## src/rtl/bird_pkg.sv

```systemverilog
// Shared definitions for the bird sequencer and the bird physics datapath.
//   - cur_state command encodings (one definition for both sides)
//   - sequencer FSM state enum
//   - default playfield bounds and the bounds-check helper
package bird_pkg;

    // Datapath commands carried on cur_state
    localparam logic [1:0] UPDATE_Y  = 2'd0;  // y += vy
    localparam logic [1:0] UPDATE_VY = 2'd1;  // vy -= gravity
    localparam logic [1:0] LOAD_JUMP = 2'd2;  // vy <= jump velocity
    localparam logic [1:0] HOLD      = 2'd3;  // no change

    typedef enum logic [2:0] {
        StIdle,
        StInit,
        StWait,
        StJump,
        StGrav,
        StMove,
        StCheck,
        StDead
    } bird_state_e;

    localparam logic [7:0] Y_MAX_DEF  = 8'd112;
    localparam logic [7:0] Y_WRAP_DEF = 8'd200;

    // The datapath wraps silently, so a small negative y shows up as a large
    // unsigned value; anything above y_wrap is treated as a ceiling hit.
    function automatic logic out_of_bounds(input logic [7:0] y,
                                           input logic [7:0] y_max,
                                           input logic [7:0] y_wrap);
        return (y >= y_max) || (y > y_wrap);
    endfunction

endpackage

```

## src/rtl/bird_ctrl_sync_edge.sv

```systemverilog
// sync_edge: two-flop synchronizer followed by a rising-edge detector.
// Ports:
//   clk    in  system clock
//   reset  in  asynchronous, active-high reset
//   din    in  raw asynchronous input
//   pulse  out one-cycle pulse on each synchronized rising edge of din
module sync_edge (
    input  logic clk,
    input  logic reset,
    input  logic din,
    output logic pulse
);

    logic meta_q;
    logic sync_q;
    logic prev_q;

    always_ff @(posedge clk or posedge reset) begin
        if (reset) begin
            meta_q <= 1'b0;
            sync_q <= 1'b0;
            prev_q <= 1'b0;
        end else begin
            meta_q <= din;
            sync_q <= meta_q;
            prev_q <= sync_q;
        end
    end

    assign pulse = sync_q & ~prev_q;

endmodule

```

## src/rtl/bird_ctrl.sv

```systemverilog
// bird_ctrl: frame-rate sequencer for the bird physics datapath.
// Each game frame waits FRAME_DIV cycles, then issues jump-or-gravity,
// position update and a bounds check, one datapath command per cycle.
// Ports:
//   clk         in  system clock
//   reset       in  asynchronous, active-high reset
//   start       in  synchronous level; rising edge starts/restarts a game
//   jump        in  raw button, asynchronous to clk
//   bird_y      in  current bird y from the datapath
//   cur_state   out datapath command (see bird_pkg)
//   bird_init   out one-cycle pulse: datapath reloads y/vy
//   frame_done  out one-cycle pulse after each passed bounds check
//   game_over   out level, high while dead
module bird_ctrl
    import bird_pkg::*;
#(
    parameter int unsigned FRAME_DIV = 833334,
    parameter logic [7:0]  Y_MAX     = Y_MAX_DEF,
    parameter logic [7:0]  Y_WRAP    = Y_WRAP_DEF
) (
    input  logic       clk,
    input  logic       reset,
    input  logic       start,
    input  logic       jump,
    input  logic [7:0] bird_y,
    output logic [1:0] cur_state,
    output logic       bird_init,
    output logic       frame_done,
    output logic       game_over
);

    localparam int unsigned CntW = $clog2(FRAME_DIV);
    localparam logic [CntW-1:0] CntMax = CntW'(FRAME_DIV - 1);

    bird_state_e     state_q;
    logic [CntW-1:0] cnt_q;
    logic            jump_pending_q;
    logic            start_q;
    logic            start_edge;
    logic            jump_edge;
    logic            in_frame;

    sync_edge u_jump_sync (
        .clk   (clk),
        .reset (reset),
        .din   (jump),
        .pulse (jump_edge)
    );

    // start is already synchronous; only an edge detector is needed
    assign start_edge = start & ~start_q;
    assign in_frame   = (state_q == StWait) || (state_q == StJump) || (state_q == StGrav) ||
                        (state_q == StMove) || (state_q == StCheck);

    // Outputs are assigned alongside each transition so they line up with the
    // state they describe.
    always_ff @(posedge clk or posedge reset) begin
        if (reset) begin
            state_q        <= StIdle;
            cur_state      <= HOLD;
            bird_init      <= 1'b0;
            frame_done     <= 1'b0;
            game_over      <= 1'b0;
            cnt_q          <= '0;
            jump_pending_q <= 1'b0;
            start_q        <= 1'b0;
        end else begin
            start_q    <= start;
            bird_init  <= 1'b0;
            frame_done <= 1'b0;

            case (state_q)
                StIdle: begin
                    if (start_edge) begin
                        state_q   <= StInit;
                        bird_init <= 1'b1;
                    end
                end
                StInit: begin
                    state_q        <= StWait;
                    cur_state      <= HOLD;
                    cnt_q          <= '0;
                    jump_pending_q <= 1'b0;
                end
                StWait: begin
                    if (cnt_q == CntMax) begin
                        cnt_q <= '0;
                        if (jump_pending_q) begin
                            state_q   <= StJump;
                            cur_state <= LOAD_JUMP;
                        end else begin
                            state_q   <= StGrav;
                            cur_state <= UPDATE_VY;
                        end
                    end else begin
                        cnt_q <= cnt_q + 1'b1;
                    end
                end
                StJump: begin
                    state_q        <= StMove;
                    cur_state      <= UPDATE_Y;
                    jump_pending_q <= 1'b0;
                end
                StGrav: begin
                    state_q   <= StMove;
                    cur_state <= UPDATE_Y;
                end
                StMove: begin
                    state_q   <= StCheck;
                    cur_state <= HOLD;
                end
                StCheck: begin
                    // bird_y reflects the update issued during MOVE
                    if (out_of_bounds(bird_y, Y_MAX, Y_WRAP)) begin
                        state_q   <= StDead;
                        game_over <= 1'b1;
                    end else begin
                        state_q    <= StWait;
                        frame_done <= 1'b1;
                    end
                end
                StDead: begin
                    if (start_edge) begin
                        state_q   <= StInit;
                        game_over <= 1'b0;
                        bird_init <= 1'b1;
                    end
                end
                default: begin
                    state_q   <= StIdle;
                    cur_state <= HOLD;
                end
            endcase

            // Placed after the case so a new press beats the clear in JUMP;
            // that press is then served in the following frame.
            if (jump_edge && in_frame) begin
                jump_pending_q <= 1'b1;
            end
        end
    end

endmodule

```

## config.mk

```make
export PLATFORM = sky130hd
export DESIGN_NAME = bird_ctrl
export DESIGN_NICKNAME = d
export VERILOG_FILES = /design/src/rtl/bird_pkg.sv /design/src/rtl/bird_ctrl_sync_edge.sv /design/src/rtl/bird_ctrl.sv
export SDC_FILE = /design/constraint.sdc
export NUM_CORES = 1
export LEC_CHECK = 0
export ABC_AREA = 1
export ABC_CLOCK_PERIOD_IN_PS = 1600
export CAP_MARGIN = 0
export CORE_UTILIZATION = 55
export CTS_CLUSTER_DIAMETER = 60
export DETAILED_ROUTE_END_ITERATION = 10
export PLACE_DENSITY = 0.82
export SLEW_MARGIN = 10
export SYNTH_ARGS = -nofsm -noshare
export SYNTH_HDL_FRONTEND = slang
export SYNTH_SLANG_ARGS = --single-unit
```

## constraint.sdc

```tcl
create_clock -name clk -period 1.6 [get_ports clk]
set_clock_uncertainty 0.05 [all_clocks]
set_input_delay 0.32 -clock clk [delete_from_list [all_inputs] [get_ports clk]]
set_output_delay 0.32 -clock clk [all_outputs]
set_load 0.01 [all_outputs]
```

Yosys cells after proc, flatten, opt, wreduce, memory -nomap -nowiden --
Cells that the tools add are included.
Operators by class: magnitude comparators 2, add/subtract/negate cells 1, equality and inequality tests 12, bitwise operators 4, mux-type cells 19, reduce and logical (&&, ||, !) cells 18
Operators by type and width (count):
- 20-bit case mux with 2 select lines | 1
- 20-bit by 1-bit adder with 20-bit output (second input constant) | 1
- 20-bit == test (second input constant) | 1
- 20-bit 2-to-1 mux | 1
- 3-bit case mux with 6 select lines | 1
- 3-bit == test (second input constant) | 4
- 3-bit 2-to-1 mux | 4
- 8-bit by 7-bit greater-or-equal comparator with 1-bit output (second input constant) | 1
- 8-bit greater-than comparator (second input constant) | 1
- 1-bit 2-to-1 mux | 8
- 2-bit OR reduction | 4
- 3-bit by 2-bit == test with 1-bit output (second input constant) | 2
- 2-bit by 1-bit != test with 1-bit output (second input constant) | 3
- 2-bit case mux with 3 select lines | 1
- 2-bit nonzero test | 3
- 1-bit logical OR | 5
- 2-bit 2-to-1 mux | 2
- 2-bit AND reduction | 2
- 3-bit by 1-bit == test with 1-bit output (second input constant) | 1
- 3-bit zero test | 1
- 3-bit AND reduction | 1
- 3-bit nonzero test | 1
- 1-bit AND | 2
- 2-bit != test (second input constant) | 1
- 3 further kinds | 4
Storage, ports and cells: register bits after elaboration 33, output and inout port bits 5, bits of input ports 12

Depth between registers and ports, before layout --
word-level depth 7, gate-level depth with buffers 9

Cells and area by module --
A second synthesis with hierarchy kept.
Unflattened totals: cells, all modules 287, area total of the unflattened synthesis 2011.9 µm²
By module, submodules not included:
- bird_ctrl | instances 1, cells each 281, seq. area each 753.2 µm², area each 1923.1 µm²
- sync_edge | instances 1, cells each 6, seq. area each 75.1 µm², area each 88.8 µm²

Worst setup path after synthesis --
OpenSTA, ideal clock, no wires.
kind register to register, start reg cnt_q[0], end reg cnt_q[14], path slack 111 ps, cell stages (with the launch flop) 8, setup time 118 ps, arrival 1320 ps, clock period less this slack 1489 ps, buffers on the path 0, required time 1432 ps, path through dfrtp_1 > ha_1 > nand2_2 > nor2_4 > nand3_4 > nor2_4 > xor2_1 > nor2_1
On the way: longest elaborated chain between the ends 3, elaborated cells on any way between the ends 4, classes of those cells add/sub: 1; eq/ne: 1; mux: 2
RTL lines:
- from (decl) | line bird_ctrl.sv:36 | logic [CntW-1:0] cnt_q;
- from (signal assigned) | line bird_ctrl.sv:96 | cnt_q <= cnt_q + 1'b1;
- 20-bit by 1-bit adder with 20-bit output / 20-bit == test (equally long branches) | line bird_ctrl.sv:96, bird_ctrl.sv:86
- 20-bit 2-to-1 mux * | line bird_ctrl.sv:86 | if (cnt_q == CntMax) begin
- 20-bit case mux with 2 select lines * | line bird_ctrl.sv:72 | case (state_q)
Mark *: on every way between the ends. The rest lies on a longest branch, timed or not. A chain may end at the register's enable or synchronous reset.

Final worst setup path --
start reg cnt_q[1], end reg cnt_q[13]
Same word-level chain as after synthesis.

==> flow_metrics.py <==
metrics = {
    "status": {
        "outcome": "finished clean",
    },
    "synth": {
        "synth_area_leaders": "dfrtp_1 (40%), nand2_1 (16%), inv_1 (6.7%), nor2_1 (6.5%), nand3_1 (6.4%)",
        "synth_top_area_cell": "dfrtp_1",
        "yosysWarningCount": 0,
        "synth_commonest_cells": "nand2_1 (86), inv_1 (35), nor2_1 (34), dfrtp_1 (31), nand3_1 (25)",
        "synth.most_common_cell": "nand2_1",
        "synthArstFlopShare_pct": 100,
        "synth_edf_count": 0,
        "ys.flop_type": "dfrtp_1",
        "synth_nets": 283,
        "synth_cell_types": 24,
        "ys_seq_area_share_pct": 42.3,
        "synth_cells": 269,
        "yosysTopAreaCellShare_pct": 39.6,
        "avgSynthCellArea_um2": 7.28,
        "syn_area_um2": 1960,
        "synth.ff_latch_count": 33,
    },
    "grt": {
        "grt_overflow": 0,
        "grt_pass1_wl_um": 7040,
        "grt_usage_pct": 25.6,
        "grt_start_max_net_pins": 34,
        "grt_pass1_vias": 1630,
        "antenna_found_initial": 0,
    },
    "placement": {
        "placement.io_buffers": 12,
        "placed_area_um2": 2200,
        "dp_cells": 335,
        "gp_congestion": 0.864,
        "hpwl_um": 2970,
    },
    "setup_path": {
        "cp-start-kind": "flop",
        "required_ps": 1780,
        "cp_max_fo": 7,
        "cp_top_family": "simple AND/OR/NAND/NOR gates",
        "rrSetupSlack_ps": 40,
        "critPathLaunch": "cnt_q[1]",
        "worstPathArrival_ps": 1740,
        "crit_top_cell": "nand2_1",
        "worstPathCellList": "buf_6 > buf_4 > nand2_2 > nor2_1 > nand2_2 > nor2_4 > nand2_1 > nand2_1 > nand2_1 > nand2_1 > inv_1",
        "worst_path_max_delay_cell": "dfrtp_1",
        "cp.buffers_inverters": 3,
        "reg2reg_from": "cnt_q[1]",
        "crit_path_end_kind": "flop",
        "cp_slowest_stage_delay_ps": 430,
        "worstSetupPathType": "flop to flop",
    },
    "clock_network": {
        "cts.clk_slew.worst_paths_ps": 110,
        "cts_tree": "yes",
        "clockRootBuffer": "clkbuf_4",
        "clockBufferDepth": 2,
        "cts_buffers": 5,
        "clk_latency_ps": 330,
        "htreeDepth": 2,
        "clock-sinks": 33,
    },
    "drt": {
        "drt_iter0_drc": 125,
        "wl_per_cell_um": 12.8,
        "vias": 1855,
        "antenna_left": 0,
        "drcViolationCount": 0,
        "firstDrtPassIters": 4,
        "vias_per_cell": 5.28,
        "drt-total-wl_um": 4490,
    },
    "floorplanning": {
        "io_pins": 17,
        "start_util_pct": 58.2,
        "die_w_um": 61.7,
        "core_area_um2": 3360,
        "rows": 21,
        "fp.dieH_um": 61.7,
        "die_area_um2": 3800,
    },
    "finish": {
        "layout.cells.non_filler": 351,
        "drive_above_1_share_pct": 17.4,
        "num-nets-final": 318,
        "stdcell_area_um2": 2390,
        "areaGrowthSynthToFinish_pct": 21.9,
        "finish.utilization_pct": 71.0,
        "n_antenna_cell": 0,
    },
    "worst_hold_path": {
        "hold_class": "input pin to asynchronous set/reset pin",
    },
    "timing": {
        "finalSetupViolations": 0,
        "setup_tns_ps": 0,
        "worstMarginPinSlew_ps": 273,
        "finalHoldViolCount": 0,
        "rsz0062_at_grt": "true",
        "fin_crit_ps": 1560,
        "max_freq_mhz": 640,
        "final_max_slew_viol_count": 0,
        "maxSlewHeadroom_pct": 81.8,
        "fin_crit_sh_pct": 97.7,
    },
    "job": {
        "cap_violations": 0,
    },
    "pwr": {
        "leakagePower_nw": 1.16,
        "power_density_nw_per_um2": 1300,
        "ir_drop_v": 0.00138,
    },
}
where the power goes:
part	internal, W	switching, W	leakage (nW)
clock network	0.000373	0.000285	0.0455
registers	0.000991	0.000146	0.430
logic	0.000519	0.000787	0.688
total	0.00188	0.00122	1.16
routing by layer:
layer | track usage [%] | routed length, um
met5 | 0 | 0
met4 | 8.57 | 142
met3 | 5.46 | 232
met2 | 43.5 | 2210
met1 | 32.4 | 1900
tightest hold or removal path: cells and delay by family:
kind                   cells  cell delay, ps
buffers and inverters      3             690
repair_timing:
action	CTS	global route
pin swaps	0	7
gates resized for setup	4	15
buffers inserted	1	6
hold buffers	0	0
cloned	0	1
endpoints found under the setup margin	15	21
endpoints found under the hold margin	0	0
sequential cells by signal, summed over array words and instances (netlist names):
signal              cells
u_jump_sync.prev_q      1
game_over               1
bird_init               1
u_jump_sync.sync_q      1
frame_done              1
start_q                 1
cur_state               2
state_q                 3
u_jump_sync.meta_q      1
jump_pending_q          1
cnt_q                  20
cell families (layout without fill, tap and decap cells):
| kind of cell | Yosys count | after routing | synth area share [%] |
|---|---|---|---|
| AND/OR/NAND/NOR | 167 | 168 | 39.0 |
| buffers and inverters | 38 | 73 | 7.73 |
| flip-flops | 33 | 33 | 42.3 |
| AO/OA/AOI/OAI | 20 | 20 | 5.69 |
| XOR/XNOR | 9 | 9 | 4.03 |
| adder cells (fa/ha/maj) | 2 | 2 | 1.28 |
per-stage QoR:
step	worst slack [ps]	hold WS, ps	total power (W)
2_1_floorplan	111	281	0.00191
3_3_place_gp	52.1	292	0.00230
3_5_place_dp	-2.72	286	0.00232
4_1_cts	0.574	276	0.00299
5_1_grt	-44.4	306	0.00332
6_report	36.4	272	0.00310
final cells by class:
| cell class | count | area [um2] |
|---|---|---|
| multi-input combinational | 199 | 1010 |
| sequential | 33 | 831 |
| tap | 46 | 57.6 |
| fill | 281 | 976 |
| clock inverter | 1 | 30.0 |
| clock buffer | 7 | 55.1 |
| inverter | 37 | 140 |
| timing repair buffer | 28 | 259 |
worst paths after layout:
kind / to / cells past startpoint
max: cnt_q[13] / 11
min: cnt_q[11] / 3
max reg2reg: cnt_q[13] / 11
min reg2reg: u_jump_sync.sync_q / 0
max in group asynchronous: cur_state[1] / 3
min in group clk: u_jump_sync.sync_q / 0
layout by cell type, fill, tap and decap left out, types with 7 or more instances in the layout:
master | synthesis | layout
nand2_1 | 86 | 83
inv_1 | 35 | 34
nor2_1 | 34 | 33
dfrtp_1 | 31 | 29
nand3_1 | 25 | 24
buf_4 | 0 | 13
o21ai_0 | 12 | 11
nand2_2 | 5 | 8
clkdlybuf4s50_1 | 0 | 8
nor2_4 | 7 | 7
xor2_1 | 7 | 7
Note: power is estimated with default switching activity, not from simulation.
